--- src/rtl/capture_pkg.sv ---
// Shared types and helpers for the RAMqueue write-side capture controller.
package capture_pkg;

  localparam int unsigned ENTRIES_DEFAULT = 384;
  localparam int unsigned AW_DEFAULT      = 9;

  typedef enum logic [1:0] {
    IDLE,
    CAPTURE,
    DONE
  } state_t;

  // Circular increment over 0..entries-1.
  function automatic int unsigned wrap_inc(input int unsigned addr,
                                           input int unsigned entries = ENTRIES_DEFAULT);
    return (addr >= entries - 1) ? 0 : addr + 1;
  endfunction

endpackage

--- src/rtl/capture_ctrl.sv ---
// Circular-buffer write controller: fills the sample RAMs, arms on enough history,
// stops trig_pos samples after a qualified trigger and freezes waddr for the dump.
module capture_ctrl
  import capture_pkg::*;
#(
  parameter int unsigned ENTRIES = ENTRIES_DEFAULT,
  parameter int unsigned AW      = AW_DEFAULT
) (
  input  logic          clk,
  input  logic          rst_n,
  input  logic          wrt_smpl,
  input  logic          run,
  input  logic          capture_done,
  input  logic          triggered,
  input  logic [AW-1:0] trig_pos,
  output logic          we,
  output logic [AW-1:0] waddr,
  output logic          armed,
  output logic          capturing,
  output logic          set_capture_done
);

  localparam logic [AW-1:0] LastAddr = AW'(ENTRIES - 1);
  localparam logic [AW:0]   Full     = (AW + 1)'(ENTRIES);

  state_t        state_q, state_d;
  logic [AW-1:0] waddr_q, waddr_d;
  logic [AW-1:0] trig_cnt_q, trig_cnt_d;
  logic [AW:0]   smpl_cnt_q, smpl_cnt_d;
  logic          armed_q, armed_d;
  logic          latched_q, latched_d;
  logic          scd_q, scd_d;
  logic          cd_prev_q;
  logic [AW-1:0] trig_pos_eff;

  assign trig_pos_eff = (trig_pos > LastAddr) ? LastAddr : trig_pos;

  always_comb begin
    state_d    = state_q;
    waddr_d    = waddr_q;
    trig_cnt_d = trig_cnt_q;
    smpl_cnt_d = smpl_cnt_q;
    armed_d    = armed_q;
    latched_d  = latched_q;
    we         = 1'b0;

    unique case (state_q)
      IDLE: begin
        if (run && !capture_done) begin
          state_d    = CAPTURE;
          waddr_d    = '0;
          smpl_cnt_d = '0;
          trig_cnt_d = '0;
          latched_d  = 1'b0;
        end
      end
      CAPTURE: begin
        we = wrt_smpl;
        if (wrt_smpl) begin
          waddr_d = AW'(wrap_inc(32'(waddr_q), ENTRIES));
          if (smpl_cnt_q != Full) smpl_cnt_d = smpl_cnt_q + 1'b1;
          // Enough history once the post-trigger window would fill the rest of the buffer.
          if ((smpl_cnt_d + {1'b0, trig_pos_eff}) >= Full) armed_d = 1'b1;
        end
        if (latched_q) begin
          if (wrt_smpl) begin
            trig_cnt_d = trig_cnt_q + 1'b1;
            if (trig_cnt_d >= trig_pos_eff) state_d = DONE;
          end
        end else if (triggered && armed_q) begin
          latched_d = 1'b1;
          if (trig_pos_eff == '0) state_d = DONE;
        end
        if (!run) state_d = IDLE;
        if (state_d != CAPTURE) armed_d = 1'b0;
      end
      DONE: begin
        // cmd_cfg acknowledges the dump by dropping capture_done.
        if (cd_prev_q && !capture_done) state_d = IDLE;
      end
      default: state_d = IDLE;
    endcase

    scd_d = (state_q == CAPTURE) && (state_d == DONE);
  end

  always_ff @(posedge clk) begin
    if (!rst_n) begin
      state_q    <= IDLE;
      waddr_q    <= '0;
      trig_cnt_q <= '0;
      smpl_cnt_q <= '0;
      armed_q    <= 1'b0;
      latched_q  <= 1'b0;
      scd_q      <= 1'b0;
      cd_prev_q  <= 1'b0;
    end else begin
      state_q    <= state_d;
      waddr_q    <= waddr_d;
      trig_cnt_q <= trig_cnt_d;
      smpl_cnt_q <= smpl_cnt_d;
      armed_q    <= armed_d;
      latched_q  <= latched_d;
      scd_q      <= scd_d;
      cd_prev_q  <= capture_done;
    end
  end

  assign waddr            = waddr_q;
  assign armed            = armed_q;
  assign capturing        = (state_q == CAPTURE);
  assign set_capture_done = scd_q;

endmodule

--- config.mk ---
export PLATFORM = sky130hd
export DESIGN_NAME = capture_ctrl
export DESIGN_NICKNAME = d
export VERILOG_FILES = /design/src/rtl/capture_pkg.sv /design/src/rtl/capture_ctrl.sv
export SDC_FILE = /design/constraint.sdc
export NUM_CORES = 1
export LEC_CHECK = 0
export BUFFER_PORTS_ARGS = -buffer_cell sky130_fd_sc_hd__buf_2
export CAP_MARGIN = 20
export CORE_UTILIZATION = 55
export DETAILED_ROUTE_END_ITERATION = 16
export GPL_ROUTABILITY_DRIVEN = 0
export PLACE_DENSITY = 0.74
export SLEW_MARGIN = 20
export SYNTH_ARGS = -nofsm -noshare
export SYNTH_HDL_FRONTEND = slang
export SYNTH_SLANG_ARGS = --single-unit
--- constraint.sdc ---
create_clock -name clk -period 3.1 [get_ports clk]
set_input_delay 0 -clock clk [delete_from_list [all_inputs] [get_ports clk]]
set_output_delay 0 -clock clk [all_outputs]
set_load 0.005 [all_outputs]
==> out/summary.log <==
INFO  clock_tree     cts_tree=done
INFO  layout         fillCellCount=404
INFO  route          detail_route.vias_per_cell=5.91
INFO  synth          yosys.area_share.simple=29.3%
INFO  setup_path     cp-start-kind=flop
INFO  power          power.leakage=0.00118uW
INFO  layout         layout.cells.non_filler=389
INFO  synth          synth_ff_type=sky130_fd_sc_hd__dfxtp_1
INFO  setup_path     max_stage_delay=590ps
INFO  setup_path     cpMaxStageDelayCell=sky130_fd_sc_hd__a2111oi_0
INFO  layout         area_delta_synth_final=11.8%
INFO  clock_tree     worst_skew_late_latency=280ps
INFO  job            cap_violations=0
INFO  synth          syn_area=2480um^2
INFO  setup_path     setup_crit_end_kind=flop
INFO  clock_tree     clock_pin_slew_reported_for_the_worst_setup_and_hold_paths_after_clock_tree_synthesis=70ps
INFO  floorplan      row_count=24
INFO  sta            final-max-slew-violation-count=0
INFO  grt            first_global_vias=2092
INFO  min_path       hp-class=in -> reg
INFO  sta            setup_violations=0
INFO  layout         final-seq-area=681um^2
INFO  grt            maximum_number_of_pins_on_one_net_before_global_route_repair=31
INFO  synth          synth_nets=347
INFO  status         outcome=finished clean
INFO  layout         multi_input_area=1700um^2
INFO  layout         layout.cells.most_common=sky130_fd_sc_hd__nand2_1
INFO  place          numPlacedInstances=381
INFO  clock_tree     clk_root_buffer_cell=sky130_fd_sc_hd__clkbuf_8
INFO  layout         antenna_cells_inserted=0
INFO  setup_path     r2r_slack=260ps
INFO  sta            final-hold-violation-count=0
INFO  grt            grt_util_all_layers=24.2%
INFO  setup_path     timing.critical_path.arrival=3050ps
INFO  power          max-vdd-ir-drop=0.270mV
INFO  layout         net_count_reported_at_finish=373
INFO  grt            grt_remaining_overflow=0
INFO  route          detailedRoute.firstPassIterationCount=4
INFO  synth          synth-xor-area-share=7.06%
INFO  floorplan      die-height=69.2um
INFO  synth          synth_compound_area_share=19.1%
INFO  floorplan      floorplan.io_pins=28
INFO  setup_path     path_delay_family=compound AO/OA/AOI/OAI gates
INFO  setup_path     crit_fanout=6
INFO  grt            antenna_found_initial=0
INFO  sta            fmaxAchievable=351MHz
INFO  sta            finalCritPeriodShare=91.8%
INFO  place          detailed_place_hpwl=4.14mm
INFO  synth          syn_inst=311
INFO  synth          fraction_of_the_mapped_netlist_area_in_adder_cells=11.4%
INFO  synth          count_of_flip_flops_with_a_built_in_enable_after_synthesis=0
INFO  sta            finalClockSkew=4.94ps
INFO  synth          synth_top_family_by_area=simple AND/OR/NAND/NOR gates
INFO  route          drt_drc_violations_left=0
INFO  floorplan      die-area=4780um^2
INFO  sta            fin_ws=255ps
INFO  setup_path     crit_chain=ha_1 -> nand3_1 -> nor2_1 -> xor2_1 -> ha_1 -> a2111oi_0 -> o21ai_2 -> nand3_1 -> o211ai_2 -> a311oi_2
INFO  layout         layout_common_cells=37 x sky130_fd_sc_hd__nand2_1, 34 x sky130_fd_sc_hd__dfxtp_1, 27 x sky130_fd_sc_hd__buf_2
INFO  grt            grt_pass1_wl=9.52mm
INFO  sta            rsz0062_at_grt=false
INFO  clock_tree     cts_post_setup_buffers_inserted=0
INFO  route          drt_first_iter_violations=116
INFO  sta            final.min_clock_period=2840ps
INFO  layout         finish.utilization=63.7%
INFO  place          pre_cts_slack=176ps
INFO  power          power_after_layout=967uW
INFO  route          ant_nets=0
INFO  setup_path     worstSetupPathType=reg -> reg
INFO  floorplan      die_width=69.2um
INFO  clock_tree     cts_num_sinks=34
INFO  sta            timing.max_slew.rel_slack=58.4%
INFO  clock_tree     numCtsBuffers=5
INFO  route          detail_route.wl_per_cell=14.1um
INFO  synth          yosys_warnings=0
INFO  layout         drive_above_1_share=16.0%
INFO  synth          post_synth_mux_area_share=1.26%
INFO  synth          yosysSeqAreaShare=27.4%
INFO  synth          synthArstFlopShare=0%
INFO  synth          netlist-cell-type-count=58
INFO  clock_tree     cts_max_level=2
INFO  synth          post_synth.cell_area_avg=7.97um^2
INFO  sta            max_slew.worst_pin.slew=608ps
INFO  sta            tns=0ps
INFO  floorplan      floorplan.initialDensity=57.0%
INFO  route          route.vias.total=2298
INFO  place          port_buffers=27
INFO  power          power_per_cell_area=349nW/um^2
INFO  route          wl=5.48mm
INFO  clock_tree     ctsLongestPathBuffers=2
INFO  setup_path     critical_path.n_buffers_inverters=0
INFO  synth          synth.ff_latch_count=34
INFO  floorplan      fp.coreArea=4350um^2
INFO  setup_path     cp.required=3300ps
what timing repair did:
action | in CTS | in global routing
gates resized for setup | 0 | 2
hold endpoints to repair | 1 | 0
hold buffers | 1 | 0
endpoints found under the setup margin | 0 | 1
tightest hold or removal path: cells and delay by family:
| kind | cells | cell delay, ps |
|---|---|---|
| and+or+nand+nor | 1 | 90 |
| AOI/OAI and AO/OA | 1 | 80 |
| buffers and inverters | 1 | 100 |
power breakdown:
| group | internal, uW | switching (uW) |
|---|---|---|
| combinational | 41.6 | 65.8 |
| clock | 257 | 160 |
| sequential | 439 | 2.74 |
sequential cells by signal (all words and copies together), names as in the netlist:
name and count:
armed 1, trig_cnt_q 9, state_q 2, latched_q 1, set_capture_done 1, waddr 9, cd_prev_q 1, smpl_cnt_q 10
area by class of cell:
| cell class | instances | area share, % |
|---|---|---|
| clock buffers | 6 | 2.98 |
| clock inverters | 1 | 1.08 |
| inverters | 16 | 2.17 |
| multi-input cells | 251 | 61.4 |
| flip-flops and latches | 34 | 24.5 |
| well taps | 52 | 2.35 |
| repair buffers | 29 | 5.51 |
synth_stat cells, types with 2 or more instances:
cell type	instances	share of area, %
sky130_fd_sc_hd__a22oi_1	6	1.8
sky130_fd_sc_hd__mux2i_1	2	0.81
sky130_fd_sc_hd__o21ai_0	9	1.8
sky130_fd_sc_hd__buf_2	4	0.81
sky130_fd_sc_hd__nor2b_1	15	3.8
sky130_fd_sc_hd__nand2b_1	9	2.3
sky130_fd_sc_hd__ha_1	20	10
sky130_fd_sc_hd__xor2_1	10	3.5
sky130_fd_sc_hd__nand4_1	5	1.3
sky130_fd_sc_hd__nand2_1	37	5.6
sky130_fd_sc_hd__xnor2_1	10	3.5
sky130_fd_sc_hd__o21a_1	2	0.61
sky130_fd_sc_hd__inv_1	14	2.1
sky130_fd_sc_hd__a21boi_0	6	1.8
sky130_fd_sc_hd__and2_1	4	1.0
sky130_fd_sc_hd__a21boi_1	2	0.61
sky130_fd_sc_hd__a21oi_1	17	3.4
sky130_fd_sc_hd__nand3_1	25	5.0
sky130_fd_sc_hd__and3_1	5	1.3
sky130_fd_sc_hd__nor2_1	16	2.4
sky130_fd_sc_hd__nor4_1	2	0.50
sky130_fd_sc_hd__clkbuf_1	5	0.76
sky130_fd_sc_hd__nor3_1	9	1.8
sky130_fd_sc_hd__o221ai_1	2	0.71
sky130_fd_sc_hd__inv_2	2	0.30
sky130_fd_sc_hd__dfxtp_1	34	27
sky130_fd_sc_hd__a31oi_1	3	0.76
sky130_fd_sc_hd__o22ai_1	2	0.50
sky130_fd_sc_hd__a21o_1	3	0.91
sky130_fd_sc_hd__a41o_1	3	1.2
metal layers:
| metal | global-route usage, % | routed length [um] | vias up |
|---|---|---|---|
| met5 | 0 | 0 | - |
| met2 | 38.8 | 2480 | 49 |
| met3 | 4.68 | 233 | 8 |
| met1 | 32.7 | 2690 | 1087 |
| met4 | 7.71 | 76 | 0 |
| li1 | - | - | 1154 |
per-stage QoR:
step / area (um^2) / hold WS, ps
floorplan: 2480 / 122
global placement: 2640 / 252
detailed placement: 2640 / 258
CTS: 2760 / 8.38
global route: 2770 / 18.2
finish: 2770 / 15.5
cells by family (layout without fill, tap and decap cells):
logic type	count (synthesis)	in the layout
buffers and inverters	26	52
AO/OA/AOI/OAI	68	68
AND/OR/NAND/NOR	138	138
XOR/XNOR	20	20
adder cells (fa/ha/maj)	22	22
flip-flops	34	34
multiplexers	3	3
path summary, 6_finish.rpt:
kind | cells past startpoint | from | end
worst max register to register | 10 | smpl_cnt_q[0] | armed
worst min-delay path | 3 | triggered | latched_q
worst max-delay path | 10 | smpl_cnt_q[0] | armed
worst min register to register | 1 | state_q[1] | state_q[0]
(Power assumes the default switching activity.)
